--- src/rtl/regfile_sb.sv ---
// Register file with a per-register scoreboard and a sequential clear engine.
//   XLEN : data width of each register
//   AW   : address width, DEPTH = 2**AW registers; register 0 reads as zero
// Ports:
//   clk, rst (async, active-low)
//   we/waddr/wdata            : write port
//   rs1_addr/rs2_addr         : read addresses
//   rs1_data/rs2_data         : combinational read data
//   rs1_busy/rs2_busy         : combinational scoreboard pending bits
//   claim/claim_addr          : mark a register as pending a future write
//   clr_req                   : start a sequential clear of registers 1..DEPTH-1
//   clr_busy                  : high while the clear sequence runs
// Optional feature: define REGFILE_SB_BYPASS_EN to forward same-cycle writes to the read ports.
module regfile_sb #(
  parameter int unsigned XLEN = 32,
  parameter int unsigned AW   = 5
) (
  input  logic            clk,
  input  logic            rst,
  input  logic            we,
  input  logic [AW-1:0]   waddr,
  input  logic [XLEN-1:0] wdata,
  input  logic [AW-1:0]   rs1_addr,
  input  logic [AW-1:0]   rs2_addr,
  output logic [XLEN-1:0] rs1_data,
  output logic [XLEN-1:0] rs2_data,
  output logic            rs1_busy,
  output logic            rs2_busy,
  input  logic            claim,
  input  logic [AW-1:0]   claim_addr,
  input  logic            clr_req,
  output logic            clr_busy
);

  localparam int unsigned DEPTH = 2**AW;

  typedef enum logic {
    IDLE  = 1'b0,
    CLEAR = 1'b1
  } state_t;

  state_t          state;
  state_t          state_nxt;
  logic [XLEN-1:0] regs [DEPTH];
  logic [DEPTH-1:0] busy;
  logic [AW-1:0]   cnt;
  logic            wr_en;
  logic            clm_en;

  // Writes and claims only take effect in IDLE and never touch register 0.
  assign wr_en  = (state == IDLE) && we && (waddr != '0);
  assign clm_en = (state == IDLE) && claim && (claim_addr != '0);

  assign clr_busy = (state == CLEAR);

  // State register
  always_ff @(posedge clk or negedge rst) begin
    if (!rst) begin
      state <= IDLE;
    end else begin
      state <= state_nxt;
    end
  end

  // Next-state logic
  always_comb begin
    state_nxt = state;
    case (state)
      IDLE:    if (clr_req) state_nxt = CLEAR;
      CLEAR:   if (cnt == AW'(DEPTH - 1)) state_nxt = IDLE;
      default: state_nxt = IDLE;
    endcase
  end

  // Register array, scoreboard and clear counter
  always_ff @(posedge clk or negedge rst) begin
    if (!rst) begin
      for (int i = 0; i < int'(DEPTH); i++) begin
        regs[i] <= '0;
      end
      busy <= '0;
      cnt  <= '0;
    end else begin
      case (state)
        IDLE: begin
          if (wr_en) begin
            regs[waddr] <= wdata;
            busy[waddr] <= 1'b0;
          end
          // Claim is applied last so it wins over a same-address write.
          if (clm_en) begin
            busy[claim_addr] <= 1'b1;
          end
          if (clr_req) begin
            cnt <= AW'(1);
          end
        end
        CLEAR: begin
          regs[cnt] <= '0;
          busy[cnt] <= 1'b0;
          cnt       <= cnt + AW'(1);
        end
        default: ;
      endcase
    end
  end

`ifdef REGFILE_SB_BYPASS_EN
  logic fwd_ok;
  // Forward only a write that will land and is not being re-claimed this cycle.
  assign fwd_ok = wr_en && !(clm_en && (claim_addr == waddr));
`endif

  // Read ports; held at zero while reset is asserted
  always_comb begin
    rs1_data = '0;
    rs1_busy = 1'b0;
    rs2_data = '0;
    rs2_busy = 1'b0;
    if (rst) begin
      if (rs1_addr != '0) begin
        rs1_data = regs[rs1_addr];
        rs1_busy = busy[rs1_addr];
      end
      if (rs2_addr != '0) begin
        rs2_data = regs[rs2_addr];
        rs2_busy = busy[rs2_addr];
      end
`ifdef REGFILE_SB_BYPASS_EN
      if (fwd_ok && (waddr == rs1_addr)) begin
        rs1_data = wdata;
        rs1_busy = 1'b0;
      end
      if (fwd_ok && (waddr == rs2_addr)) begin
        rs2_data = wdata;
        rs2_busy = 1'b0;
      end
`endif
    end
  end

endmodule

--- config.mk ---
export PLATFORM = sky130hd
export DESIGN_NAME = regfile_sb
export DESIGN_NICKNAME = d
export VERILOG_FILES = /design/src/rtl/regfile_sb.sv
export SDC_FILE = /design/constraint.sdc
export NUM_CORES = 2
export LEC_CHECK = 0
export BUFFER_PORTS_ARGS = -buffer_cell sky130_fd_sc_hd__buf_2
export CORE_MARGIN = 4
export CORE_UTILIZATION = 25
export CTS_CLUSTER_DIAMETER = 120
export CTS_CLUSTER_SIZE = 28
export DETAILED_ROUTE_END_ITERATION = 10
export SKIP_LAST_GASP = 1
export SLEW_MARGIN = 15
export SYNTH_ARGS = -nofsm -noshare
export SYNTH_HDL_FRONTEND = slang
export SYNTH_SLANG_ARGS = --single-unit
--- constraint.sdc ---
create_clock -name clk -period 3.8 [get_ports clk]
set_input_delay 0.38 -clock clk [delete_from_list [all_inputs] [get_ports clk]]
set_output_delay 0.38 -clock clk [all_outputs]
set_load 0.03 [all_outputs]
Yosys cells after proc, flatten, opt, wreduce, memory -nomap -nowiden

Index checks and enable logic that the tools add are counted.
W data, S select, Z words.

Flip-flop bits (word level): 1,062
Input port bits: 57
Output and inout port bits: 67
Word-level logic and storage cells: 118

Add/sub/neg operators: 1
$lt $le $gt $ge: 14
Equality and inequality tests: 3
Multiplexer cells: 40
Bitwise logic cells: 12
Reductions and logical operators: 13

Operator list:

| operator               | count |
|---|---|
| $pmux W1024 S2         | 1 |
| $and A1024 B1024 Y1024 | 1 |
| $bwmux W1024           | 1 |
| $mux W1024             | 1 |
| $not A1024 Y1024       | 1 |
| $mux W32               | 13 |
| $bmux W32 S5           | 2 |
| $demux W32 S5          | 2 |
| $and A32 B32 Y32       | 2 |
| $not A32 Y32           | 2 |
| $pmux W32 S2           | 1 |
| $or A32 B32 Y32        | 1 |
| $lt A5 B6 Y1 const B   | 5 |
| $ge A6 B6 Y1 const B   | 4 |
| $not A5 Y6             | 4 |
| $reduce_bool A5 Y1     | 4 |
| $demux W1 S5           | 3 |
| $ge A5 B1 Y1 const B   | 3 |
| $lt A6 B1 Y1 const B   | 2 |
| $mux W1                | 11 |
| $bmux W1 S5            | 2 |
| $pmux W5 S2            | 1 |
| $logic_and A1 B1 Y1    | 9 |
| $add A5 B1 Y5 const B  | 1 |
| 5 further kinds        | 6 |

Longest topological paths before layout

Word-level depth: 11
Mapped depth: 8
Mapped depth without buffers: 5

Least setup slack after synthesis

Ideal clock, no wire load.

Kind: in2out
Start point: in rs1_addr[0]
End point: out rs1_data[21]
Data arrival time: 2.005 ns
Required time: 3.420 ns
Setup slack: 1.415 ns
Cell stages on the path: 6
Buffers on the path: 3
Cells stage by stage: buf_2 buf_4 buf_2 mux4_2 a22oi_1 nand4_1

Word-level cells in the longest chain between the ends: 6
Elaborated cells on any way between the ends: 7
Classes of those cells: mux (5); bitwise (1); reduce/logical (1)

RTL lines:

| item                                         | RTL line | text |
|---|---|---|
| from (decl)                                  | 23       | `input logic [AW-1:0] rs1_addr,` |
| $not A5 Y6 (not written as such)             | 122      | `rs1_data = regs[rs1_addr];` |
| $bmux W32 S5                                 | 122      |  |
| $mux W32 (not written as such) (2 in series) | 122      |  |
| $mux W32 (*)                                 | 121      | `if (rs1_addr != '0) begin` |
| $mux W32 (*)                                 | 120      | `if (rst) begin` |
| to (decl)                                    | 25       | `output logic [XLEN-1:0] rs1_data,` |

Mark *: on every way between the ends. The rest lies on a longest branch, timed or not. The select of a mux whose other input is x is not followed.

Final worst setup path

Start point: in rst
End point: out rs2_data[12]

Word-level cells in the longest chain between the ends: 1

RTL lines:

| item        | RTL line | text |
|---|---|---|
| from (decl) | 19       | `input logic rst,` |
| $mux W32    | 120      |  |
| to (decl)   | 26       | `output logic [XLEN-1:0] rs2_data,` |

No other way between the ends.

==> impl_metrics.ini <==
[pwr]
powerDensity_mw_per_mm2 = 413
p_leak_nw = 25.9
total_power_mw = 24.4
vdd_drop_max_mv = 0.362

[routing]
routed_wl_um = 219000
dr.first_iter.drc_count = 5793
antenna_left = 0
wl_per_cell_um = 31.4
vias = 42500
first_pass_iters = 6
drc = 0
via_per_inst = 6.09

[global_routing]
grt_antenna_before_repair = 37
grt_usage = 0.192
gr-total-overflow = 0
grt_pass1_wl_um = 314000
grt_pass1_vias = 42500
grt_max_degree = 180

[job]
cap_viol_max_count = 0

[yosys]
yosys_register_bits = 1029
netlist_instances = 4275
synth.top_cell.area_share = 0.484
yosysMostFrequentCell = dfrtp_1
synth_area_mm2 = 0.0532
yosys_warnings = 0
postSynth.asyncResetShare = 1.00
synth_commonest_cells = dfrtp_1, a22o_1, mux2i_1
synth-edff-count = 0
synth.yosys.seq_area_share = 0.484
syn-mean-instance-area_um2 = 12.4
synth_top_area_cell = dfrtp_1
syn_nets = 4337
synth-main-ff-cell = dfrtp_1
netlist-cell-type-count = 49
synthTopCellsByArea = dfrtp_1, a22o_1, mux2i_1

[final_layout]
area_delta_synth_final_pct = 11.1
finalInstanceArea_mm2 = 0.0591
fin_nets = 4185
drive_gt1_frac = 0.164

[die]
ioPinCount = 124
start_util = 0.251
core.rowCount = 169
die_area_mm2 = 0.220
die_w_um = 469
die_y_um = 469
coreArea_mm2 = 0.212

[clock_tree]
cts_resized = 0
clock_sinks = 1029
htreeDepth = 2
clock_latency_ns = 0.72
cts_tree = yes
clock_path_buffers = 3
cts_root_buf = clkbuf_16
cts_made_buffers = 44
cts.clk_slew.worst_paths_ns = 0.11

[critical_path]
critical_path_arrival_ns = 3.31
crit_buf_inv = 4
critPathSlowestCell = or3b_2
cp_top_family = buffers and inverters
critPathMaxStageDelay_ns = 0.71
cp-start-kind = input pin
critPathKind = input pin to primary output
required_ns = 3.42
endpoint_kind = primary output
cp_max_fo = 20
crit_chain = dlygate4sd3_1 -> buf_8 -> or3b_2 -> buf_4 -> a221oi_1 -> a22oi_1 -> nand4_1 -> buf_2

[timing]
max_freq_mhz = 271
fin_crit_ns = 3.69
fin_worst_skew_ns = 0.0723
slew_headroom = 0.242
fin_crit_sh = 0.970
rsz0062_at_grt = no
timing.setup.tns_ns = 0
final_hold_viol_count = 0
final-setup-viol-count = 0
slew_violations = 0
tightest_slew_ns = 1.14

[place]
dpl.hpwl_um = 137000
gp_congestion = 0.871
place_area_mm2 = 0.0577
port_buffers = 123

[status]
outcome = finished, final reports clean

[hold_path]
hold_path.class = input pin to register
## cells by family after synthesis
logic type / Yosys count / synth area share
compound gates: 1587 / 0.241
flops: 1029 / 0.484
mux: 793 / 0.196
buf+inv: 539 / 0.0447
simple gates: 320 / 0.0328
fa+ha+maj: 5 / 0.00118
xor+xnor: 2 / 0.000330
## metrics by stage
step | worst slack, ns | cells | util | hold slack (ns)
final | 0.115 | 6973 | 0.279 | 0.145
after CTS | 0.122 | 6948 | 0.278 | 0.105
after floorplan | 1.41 | 4275 | - | 0.0844
after global placement | 0.542 | 6890 | 0.272 | 0.310
after detailed placement | 0.560 | 6891 | 0.272 | 0.314
after global routing | 0.0142 | 6960 | 0.279 | 0.137
## final cells by class
type / instances / area (um^2)
fillers: 21700 / 153000
flip-flops and latches: 1029 / 25700
multi-input cells: 2707 / 25600
well taps: 2821 / 3530
repair buffers: 337 / 2840
clock buffers: 45 / 1110
clock inverters: 7 / 130
diodes: 23 / 57.6
inverters: 4 / 15.0
## metal layers
metal	part of all wire	global-route usage
met2	0.44	0.287
met5	0.00044	0
met1	0.40	0.251
met4	0.058	0.102
met3	0.11	0.0544
## where the power goes
part           total (mW)  internal (mW)  switching (mW)
Sequential           12.9           12.0           0.934
Combinational        5.50           2.08            3.41
Clock                5.98           2.20            3.79
## cell usage in the layout (no fill, tap or decap), types with 4 or more instances in the layout
cell type / count
a22o_1: 1022
ha_1: 5
nand2b_1: 5
nor2_8: 6
dfrtp_1: 1029
mux4_2: 198
nor2_4: 29
nand3b_1: 7
a21oi_4: 31
mux2i_1: 595
nand4_1: 66
clkbuf_16: 44
buf_12: 40
inv_1: 4
buf_2: 118
diode_2: 23
and2_2: 4
or3b_2: 7
nor3_1: 4
nor2b_1: 4
a22oi_1: 198
o22ai_1: 198
o21ai_0: 69
nand2_1: 141
dlygate4sd3_1: 4
and2_1: 4
buf_8: 5
nor2_1: 8
a221oi_1: 66
buf_4: 167
nor2b_4: 6
## flip-flops by register name, indices dropped and copies added (netlist names)
signal / flops
regs: 992
cnt: 5
clr_busy: 1
busy: 31
## path summary, 6_finish.rpt
kind	startpoint	end	slack, ns	depth (start not counted)
min	claim_addr[0]	busy[2]	0.15	3
min reg2reg	regs[40]	regs[40]	0.53	1
max in group asynchronous	rst	regs[118]	1.67	4
max	rst	rs2_data[12]	0.11	8
min in group asynchronous	rst	regs[619]	0.36	3
max reg2reg	clr_busy	regs[85]	0.88	5
## repair_timing
action / CTS / global route
endpoints found under the setup margin: 0 / 0
hold buffers: 5 / 0
setup buffers: 0 / 0
endpoints found under the hold margin: 26 / 0
## worst min-delay path, delay by kind of cell
family	cells	cell delay, ns
AOI/OAI and AO/OA	1	0.21
buffers and inverters	1	0.14
and+or+nand+nor	1	0.09
(Power assumes the default switching activity.)
